===== src/rtl/logic_unit_pipe.sv =====
// Registered bitwise logic stage with valid/ready handshakes and an OR-accumulate mode
// that folds a multi-beat stream into a single result.
module logic_unit_pipe #(
    parameter int unsigned WIDTH = 8,
    parameter int unsigned CNT_W = 4
) (
    input  logic             clk,
    input  logic             rst,
    input  logic [WIDTH-1:0] A,
    input  logic [WIDTH-1:0] B,
    input  logic [2:0]       op,
    input  logic             in_valid,
    input  logic             in_last,
    output logic             in_ready,
    output logic [WIDTH-1:0] Y,
    output logic             Y_any,
    output logic [CNT_W-1:0] beats,
    output logic             out_valid,
    input  logic             out_ready
);

    localparam logic [2:0] OpAnd  = 3'd0;
    localparam logic [2:0] OpOr   = 3'd1;
    localparam logic [2:0] OpXor  = 3'd2;
    localparam logic [2:0] OpNand = 3'd3;
    localparam logic [2:0] OpNor  = 3'd4;
    localparam logic [2:0] OpXnor = 3'd5;
    localparam logic [2:0] OpAcc  = 3'd6;

    typedef enum logic [0:0] {StIdle, StAccum} state_e;

    state_e           state_q, state_d;
    logic [WIDTH-1:0] acc_q, acc_d;
    logic [CNT_W-1:0] cnt_q, cnt_d;
    logic [WIDTH-1:0] y_q, y_d;
    logic             y_any_q, y_any_d;
    logic [CNT_W-1:0] beats_q, beats_d;
    logic             out_valid_q, out_valid_d;

    logic             accept;
    logic [WIDTH-1:0] op_res;
    logic [WIDTH-1:0] acc_sum;
    logic             load;
    logic [WIDTH-1:0] load_val;
    logic [CNT_W-1:0] load_beats;

    // Single-entry output register: a result may be replaced in the cycle it is consumed.
    assign in_ready = !out_valid_q || out_ready;
    assign accept   = in_valid && in_ready;

    assign Y         = y_q;
    assign Y_any     = y_any_q;
    assign beats     = beats_q;
    assign out_valid = out_valid_q;

    always_comb begin
        op_res = '0;
        case (op)
            OpAnd:   op_res = A & B;
            OpOr:    op_res = A | B;
            OpXor:   op_res = A ^ B;
            OpNand:  op_res = ~(A & B);
            OpNor:   op_res = ~(A | B);
            OpXnor:  op_res = ~(A ^ B);
            OpAcc:   op_res = A | B;
            default: op_res = ~A;
        endcase
    end

    assign acc_sum = acc_q | A | B;

    always_comb begin
        state_d     = state_q;
        acc_d       = acc_q;
        cnt_d       = cnt_q;
        y_d         = y_q;
        y_any_d     = y_any_q;
        beats_d     = beats_q;
        out_valid_d = out_valid_q && !out_ready;
        load        = 1'b0;
        load_val    = '0;
        load_beats  = '0;

        if (accept) begin
            case (state_q)
                StIdle: begin
                    if (op == OpAcc && !in_last) begin
                        acc_d   = A | B;
                        cnt_d   = CNT_W'(1);
                        state_d = StAccum;
                    end else begin
                        load       = 1'b1;
                        load_val   = op_res;
                        load_beats = CNT_W'(1);
                    end
                end
                StAccum: begin
                    // All-ones counter means this beat is number 2**CNT_W: forced flush.
                    if (in_last || cnt_q == '1) begin
                        load       = 1'b1;
                        load_val   = acc_sum;
                        load_beats = cnt_q + CNT_W'(1);
                        acc_d      = '0;
                        cnt_d      = '0;
                        state_d    = StIdle;
                    end else begin
                        acc_d = acc_sum;
                        cnt_d = cnt_q + CNT_W'(1);
                    end
                end
                default: state_d = StIdle;
            endcase
        end

        if (load) begin
            y_d         = load_val;
            y_any_d     = |load_val;
            beats_d     = load_beats;
            out_valid_d = 1'b1;
        end
    end

    always_ff @(posedge clk or posedge rst) begin
        if (rst) begin
            state_q     <= StIdle;
            acc_q       <= '0;
            cnt_q       <= '0;
            y_q         <= '0;
            y_any_q     <= 1'b0;
            beats_q     <= '0;
            out_valid_q <= 1'b0;
        end else begin
            state_q     <= state_d;
            acc_q       <= acc_d;
            cnt_q       <= cnt_d;
            y_q         <= y_d;
            y_any_q     <= y_any_d;
            beats_q     <= beats_d;
            out_valid_q <= out_valid_d;
        end
    end

endmodule

===== config.mk =====
export PLATFORM = sky130hd
export DESIGN_NAME = logic_unit_pipe
export DESIGN_NICKNAME = d
export VERILOG_FILES = /design/src/rtl/logic_unit_pipe.sv
export SDC_FILE = /design/constraint.sdc
export NUM_CORES = 1
export LEC_CHECK = 0
export ABC_AREA = 0
export CORE_ASPECT_RATIO = 1.75
export CORE_UTILIZATION = 53
export CTS_CLUSTER_DIAMETER = 200
export CTS_CLUSTER_SIZE = 30
export DETAILED_ROUTE_END_ITERATION = 10
export HOLD_SLACK_MARGIN = 0.1
export PLACE_DENSITY = 0.87
export SLEW_MARGIN = 20
export SYNTH_ARGS = -nofsm -noshare
export SYNTH_HDL_FRONTEND = slang
export SYNTH_SLANG_ARGS = --single-unit
export TNS_END_PERCENT = 1

===== constraint.sdc =====
create_clock -name clk -period 2.4 [get_ports clk]
set_input_delay 0.6 -clock clk [delete_from_list [all_inputs] [get_ports clk]]
set_output_delay 0.6 -clock clk [all_outputs]
set_load 0.02 [all_outputs]

== Yosys cells after proc, flatten, opt, wreduce, memory -nomap -nowiden ==
Index checks and enable logic that the tools add are counted.
W data, S select, Z words.

* Flip-flop bits (word level): 27
* Input bits: 24
* Output and inout bits: 15
* Word-level logic and storage cells: 61

* $add $sub $neg: 1
* Equality and inequality tests: 8
* Mux-type cells: 23
* Bitwise gates (word level): 10
* Reductions and logical operators: 12

{| class="wikitable"
|+ Operators with widths
! operator !! number
|-
| $pmux W8 S6 || 1
|-
| $mux W8 || 5
|-
| $not A8 Y8 || 4
|-
| $pmux W8 S2 || 2
|-
| $or A8 B8 Y8 || 3
|-
| $mux W4 || 4
|-
| $pmux W4 S2 || 2
|-
| $eq A3 B3 Y1 const B || 3
|-
| $and A8 B8 Y8 || 1
|-
| $reduce_or A8 Y1 || 1
|-
| $xor A8 B8 Y8 || 1
|-
| $mux W1 || 7
|-
| $eq A3 B2 Y1 const B || 2
|-
| $add A4 B1 Y4 const B || 1
|-
| $eq A4 B4 Y1 const B || 1
|-
| $pmux W1 S2 || 2
|-
| $eq A3 B1 Y1 const B || 1
|-
| $logic_and A1 B1 Y1 || 3
|-
| $logic_not A1 Y1 || 3
|-
| $logic_not A3 Y1 || 1
|-
| $logic_or A1 B1 Y1 || 2
|-
| $ne A2 B2 Y1 const B || 1
|-
| $reduce_and A2 Y1 || 1
|-
| $reduce_or A2 Y1 || 1
|-
| $not A1 Y1 || 1
|}

== Longest topological paths before layout ==
* Depth in word-level cells: 7
* Gate-level depth with buffers: 10
* Gate-level depth less buffers: 8

== Worst setup path before layout ==
No wires, ideal clock.

* Kind: input port to flip-flop
* Start point: input port op[0]
* End point: register y_any_q, in the netlist Y_any
* Library setup time: 0.136 ns
* Arrival time: 2.069 ns
* Required time: 2.264 ns
* Setup slack: 0.195 ns
* Stages: 7
* Buffers on the path: 2
* Path through: buf_6 > buf_6 > mux2_4 > mux4_2 > o21a_1 > a2111oi_4 > a32oi_1

* Longest elaborated chain between the ends: 7
* Elaborated cells between the ends (all ways): 17
* Classes of those cells: eq/ne (6); mux (7); reduce/logical (4)

{| class="wikitable"
|+ RTL lines
! what !! RTL line !! source
|-
| start, declared || 11 || <nowiki>input logic [2:0] op,</nowiki>
|-
| $eq A3 B3 Y1 / $eq A3 B1 Y1 (equally long branches) || 58, 87 ||
|-
| $reduce_or A2 Y1 (no line) || - ||
|-
| $pmux W8 S6 || 58 || <nowiki>case (op)</nowiki>
|-
| $mux W8 || 87 || <nowiki>if (op == OpAcc && !in_last) begin</nowiki>
|-
| $pmux W8 S2 || 85 || <nowiki>case (state_q)</nowiki>
|-
| $mux W8 || 84 || <nowiki>if (accept) begin</nowiki>
|-
| $reduce_or A8 Y1 || 117 || <nowiki>y_any_d = |load_val;</nowiki>
|-
| end signal, assigned || 137 || <nowiki>y_any_q <= y_any_d;</nowiki>
|-
| end, declared || 36 || <nowiki>logic y_any_q, y_any_d;</nowiki>
|}

Several ways; a longest one is shown, not always the timed one.
A chain may end at the register's enable or synchronous reset.

== Final worst setup path ==
* Start point: input port B[3]
* End point: register y_any_q, in the netlist Y_any

* Longest elaborated chain between the ends: 7
* Elaborated cells between the ends (all ways): 13
* Classes of those cells: mux (5); bitwise (7); reduce/logical (1)

{| class="wikitable"
|+ RTL lines
! what !! RTL line !! source
|-
| start, declared || 10 || <nowiki>input logic [WIDTH-1:0] B,</nowiki>
|-
| $xor A8 B8 Y8, or another cell as far along || 61, 64 ||
|-
| $not A8 Y8 (on tied branches) || 64, 62, 63 ||
|-
| $pmux W8 S6 || 58 ||
|-
| $mux W8 || 87 ||
|-
| $pmux W8 S2 * || 85 ||
|-
| $mux W8 * || 84 ||
|-
| $reduce_or A8 Y1 * || 117 ||
|}

Mark *: on every way between the ends. The rest lies on a longest branch, timed or not.

==> parameters.txt <==
Parameter                              Value

Outcome
  Result of the run ... finished clean

Worst setup path
  Number of logic stages on the critical path including buffering ... 9
  Source of the critical timing path ... B[3]
  R2R depth ... 7
  Launch point of the worst reg-to-reg path ... cnt_q[0]
  List of cells traversed by the critical path ... clkdlybuf4s50_1 > buf_4 > ha_2 > or3b_2 > a21oi_2 > o41ai_4 > a21oi_2 > nor2_1 > a32oi_1
  Register-to-register path setup slack ... 340 ps
  Critical path endpoint ... Y_any
  Critical path buffers and inverters ... 2
  Type of origin of the critical path ... input port
  Kind of cell adding the most delay to the critical path ... compound AO/OA/AOI/OAI gates
  Slowest cell on the critical path ... or3b_2
  Data required time at the worst endpoint ... 2590 ps
  Longest individual stage delay on the worst path ... 480 ps
  Worst Path Max Fanout ... 3
  Crit Path Class ... in -> reg
  Most used cell along the critical path ... a21oi_2
  Terminus of the critical flop-to-flop path ... Y_any
  Type of destination of the critical path ... register
  Critical path data arrival time ... between 2000 and 3000 ps

Pwr
  Power share of the combinational group ... 0.574
  Peak supply drop ... 0.0008704 V
  Leakage component of the power ... 1.549 nW
  Reg power frac ... 0.322
  Ratio of total power to cell area ... 737.8 nW/µm²
  Clock network power share ... 0.104
  Sw Ratio ... 0.4085
  Switching pwr ... between 1 and 1.5 mW
  Power Internal ... 1.462 mW

Route
  Via density per instance ... 6.059
  Number of iterations in the first detailed-routing pass ... 5
  Antenna Violating Nets Remaining ... 0
  Routed wire per std cell ... 17.78 µm
  DRC violations left ... 0
  Violation count after the first detailed-routing iteration ... 113
  Aggregate routed wire length ... 7270 µm
  Vias ... 2,478

Final layout
  End-of-flow core utilization ... 0.8502
  Antenna diode count ... 0
  Final instance area ... 3351 µm²
  NumNets Final ... 403
  Proportion of layout cells with a drive suffix above 1 ... 0.3158
  Area added between synthesis and finish ... 49.78%
  Post-route non-filler standard cell count ... a little over 400

Clock tree
  Clock edge transition at the registers on the reported setup and hold paths ... 90 ps
  Number of levels the H-tree was split into ... 1
  Master cell of the clock root buffer ... clkbuf_8
  Clock network latency to the later pin of the worst-skew pair ... 280 ps
  CTS buffer count ... 3
  CTS max path bufs ... 2
  Sink Count ... 27
  Count of hold-fix buffers inserted at cts ... 0
  CTS tree ... yes

GRT
  Total congestion overflow after global routing ... 0
  Total global routing track utilization ... 0.3443
  First-pass GRT wire length ... 11,560 µm
  Vias in the first global route ... between 2,000 and 3,000
  Largest net degree at the start of global routing ... 28
  Initial antenna violation count ... 0

STA
  Final cycle utilization of the critical path ... 0.9942
  Max Fclk ... 419.1 MHz
  Crit path time final ... 2386 ps
  Final Max Slew Viols ... 0
  RSZ-0062 raised after global routing ... yes
  PnR worst setup slack ... 13.87 ps
  Worst Skew ... ~4.8 ps
  Number of hold violations in the final report ... 0
  Worst slew margin relative to its limit ... 0.6512
  Final setup viols ... 0
  Slew of the pin with the lowest slew margin ... approximately 500 ps

Synthesis
  Syn. warnings ... 0
  Count of state elements after synthesis ... 27
  Yosys cell types ... 45
  Share of the synthesized area in compound gates (AO/OA/AOI/OAI) ... 0.2623
  EDFF count, synth ... 0
  Post-synthesis adder-cell area fraction ... 0.09508
  Xor and xnor fraction of the mapped netlist area ... 0.007830
  Post-synthesis share of cell area spent on and, or, nand and nor gates ... 0.1812
  Dominant combinational cell family by area after synthesis ... compound AO/OA/AOI/OAI gates
  Synthesized netlist cell count ... between 200 and 300
  Syn_area_per_cell ... 8.604 µm²
  Nets in the synthesized netlist ... 301
  Portion of the post-synthesis area used by sequential elements ... 0.3020
  Synth Flop Type ... dfrtp_1
  Post-synthesis async set-or-reset flop share ... 1.000
  Share of synthesized area spent on multiplexers ... 0.07383
  Total standard cell area after synthesis ... 2237 µm²

Placement
  Total of buffers placed on input and output ports ... 38
  Setup WS pre-CTS ... -494.3 ps
  Placement-stage cell area ... 3123 µm²
  Post-detailed-placement half-perimeter wirelength ... 4868 µm
  RePlAce Congestion ... 0.9177
  Placed instance count ... 402

Die
  X dimension of the die ... ~51 µm
  Die area ... ~4500 µm²
  Initial Util ... 0.5676
  Core region area ... 3941 µm²
  Chip height ... 87.95 µm
  FP Rows ... 30
  Io pins ... 39

Job
  Reported max-cap violation count ... 0

Min path
  Hold crit path type ... reg -> reg
## cells in the mapped netlist, types with 6 or more instances
master,count,area (µm²)
nor2_1,19,71.32
ha_1,17,212.7
nand2_1,22,82.58
buf_2,7,35.03
o21a_1,9,67.56
o221ai_1,8,70.07
dfrtp_1,27,675.7
o21ai_0,15,75.07
inv_1,23,86.33
nor2b_1,6,37.54
nand2b_1,10,62.56
nor3_1,9,45.04
a21oi_1,17,85.08
mux2i_1,6,60.06
## state kept, by name, indices dropped and copies added, names as in the netlist
signal and cells:
Y 8, Y_any 1, cnt_q 4, beats 4, acc_q 8, state_q 1, out_valid 1
## routing by layer
| metal | up-vias | share of wire | GRT usage |
|---|---|---|---|
| li1 | 1146 | - | - |
| met1 | 1185 | 0.38 | 0.3845 |
| met2 | 115 | 0.53 | 0.6256 |
| met3 | 32 | 0.050 | 0.03299 |
| met4 | 0 | 0.041 | 0.1843 |
| met5 | - | 0 | 0 |
## power by group through the flow
stage | registers, mW | logic, mW | clock network, mW
after floorplan | 0.888 | 0.584 | 0
after global placement | 0.778 | 1.25 | 0
after detailed placement | 0.789 | 1.29 | 0
after CTS | 0.784 | 1.33 | 0.262
after global routing | 0.814 | 1.50 | 0.274
final | 0.796 | 1.42 | 0.258
## worst min-delay path by stage
stage                     depth (start not counted)        to  startpoint  slack [ps]
after floorplan                                   1  acc_q[0]    acc_q[0]         470
after global placement                            1      Y[5]        Y[5]         470
after detailed placement                          1      Y[4]        Y[4]         470
after CTS                                         1      Y[4]        Y[4]         490
after global routing                              1      Y[5]        Y[5]         510
final                                             1      Y[4]        Y[4]         490
## area by class of cell
| type | count | area (µm²) |
|---|---|---|
| Tap cell | 48 | 60.06 |
| Clock buffer | 3 | 41.29 |
| Multi-Input combinational cell | 195 | 1538 |
| Sequential cell | 27 | 675.6 |
| Fill cell | 208 | 590.6 |
| Inverter | 23 | 86.33 |
| Clock inverter | 1 | 5.005 |
| Timing Repair Buffer | 112 | 944.7 |
## kinds of logic (layout without fill, tap and decap cells)
family	after synthesis	count (layout)
flip-flops	27	27
multiplexers	12	12
AO/OA/AOI/OAI	83	83
AND/OR/NAND/NOR	81	81
adder cells (fa/ha/maj)	17	17
buffers and inverters	38	139
XOR/XNOR	2	2
## placed cells by master (no fill, tap or decap), drive strengths merged, types with 10 or more instances in the layout
| master | instances |
|---|---|
| buf | 74 |
| dfrtp | 27 |
| clkdlybuf4s50 | 24 |
| inv | 23 |
| nand2 | 22 |
| nor2 | 19 |
| a21oi | 17 |
| ha | 17 |
| o21ai | 16 |
| nand2b | 10 |
## through the flow
step	hold slack, ps	total power, mW	TNS (ps)
CTS	487.4	2.372	0
global route	507.6	2.589	-70.75
floorplan	465.1	1.472	0
detailed placement	467.3	2.077	-3034
global placement	469.3	2.030	-2262
finish	488.3	2.472	0
## repair_timing
| action | CTS | global route |
|---|---|---|
| setup endpoints to repair | 3 | 6 |
| setup buffers | 4 | 0 |
| pin swaps | 10 | 11 |
| resized for setup | 28 | 23 |
| hold endpoints to repair | 0 | 0 |
Power figures use the tool's default switching activity.
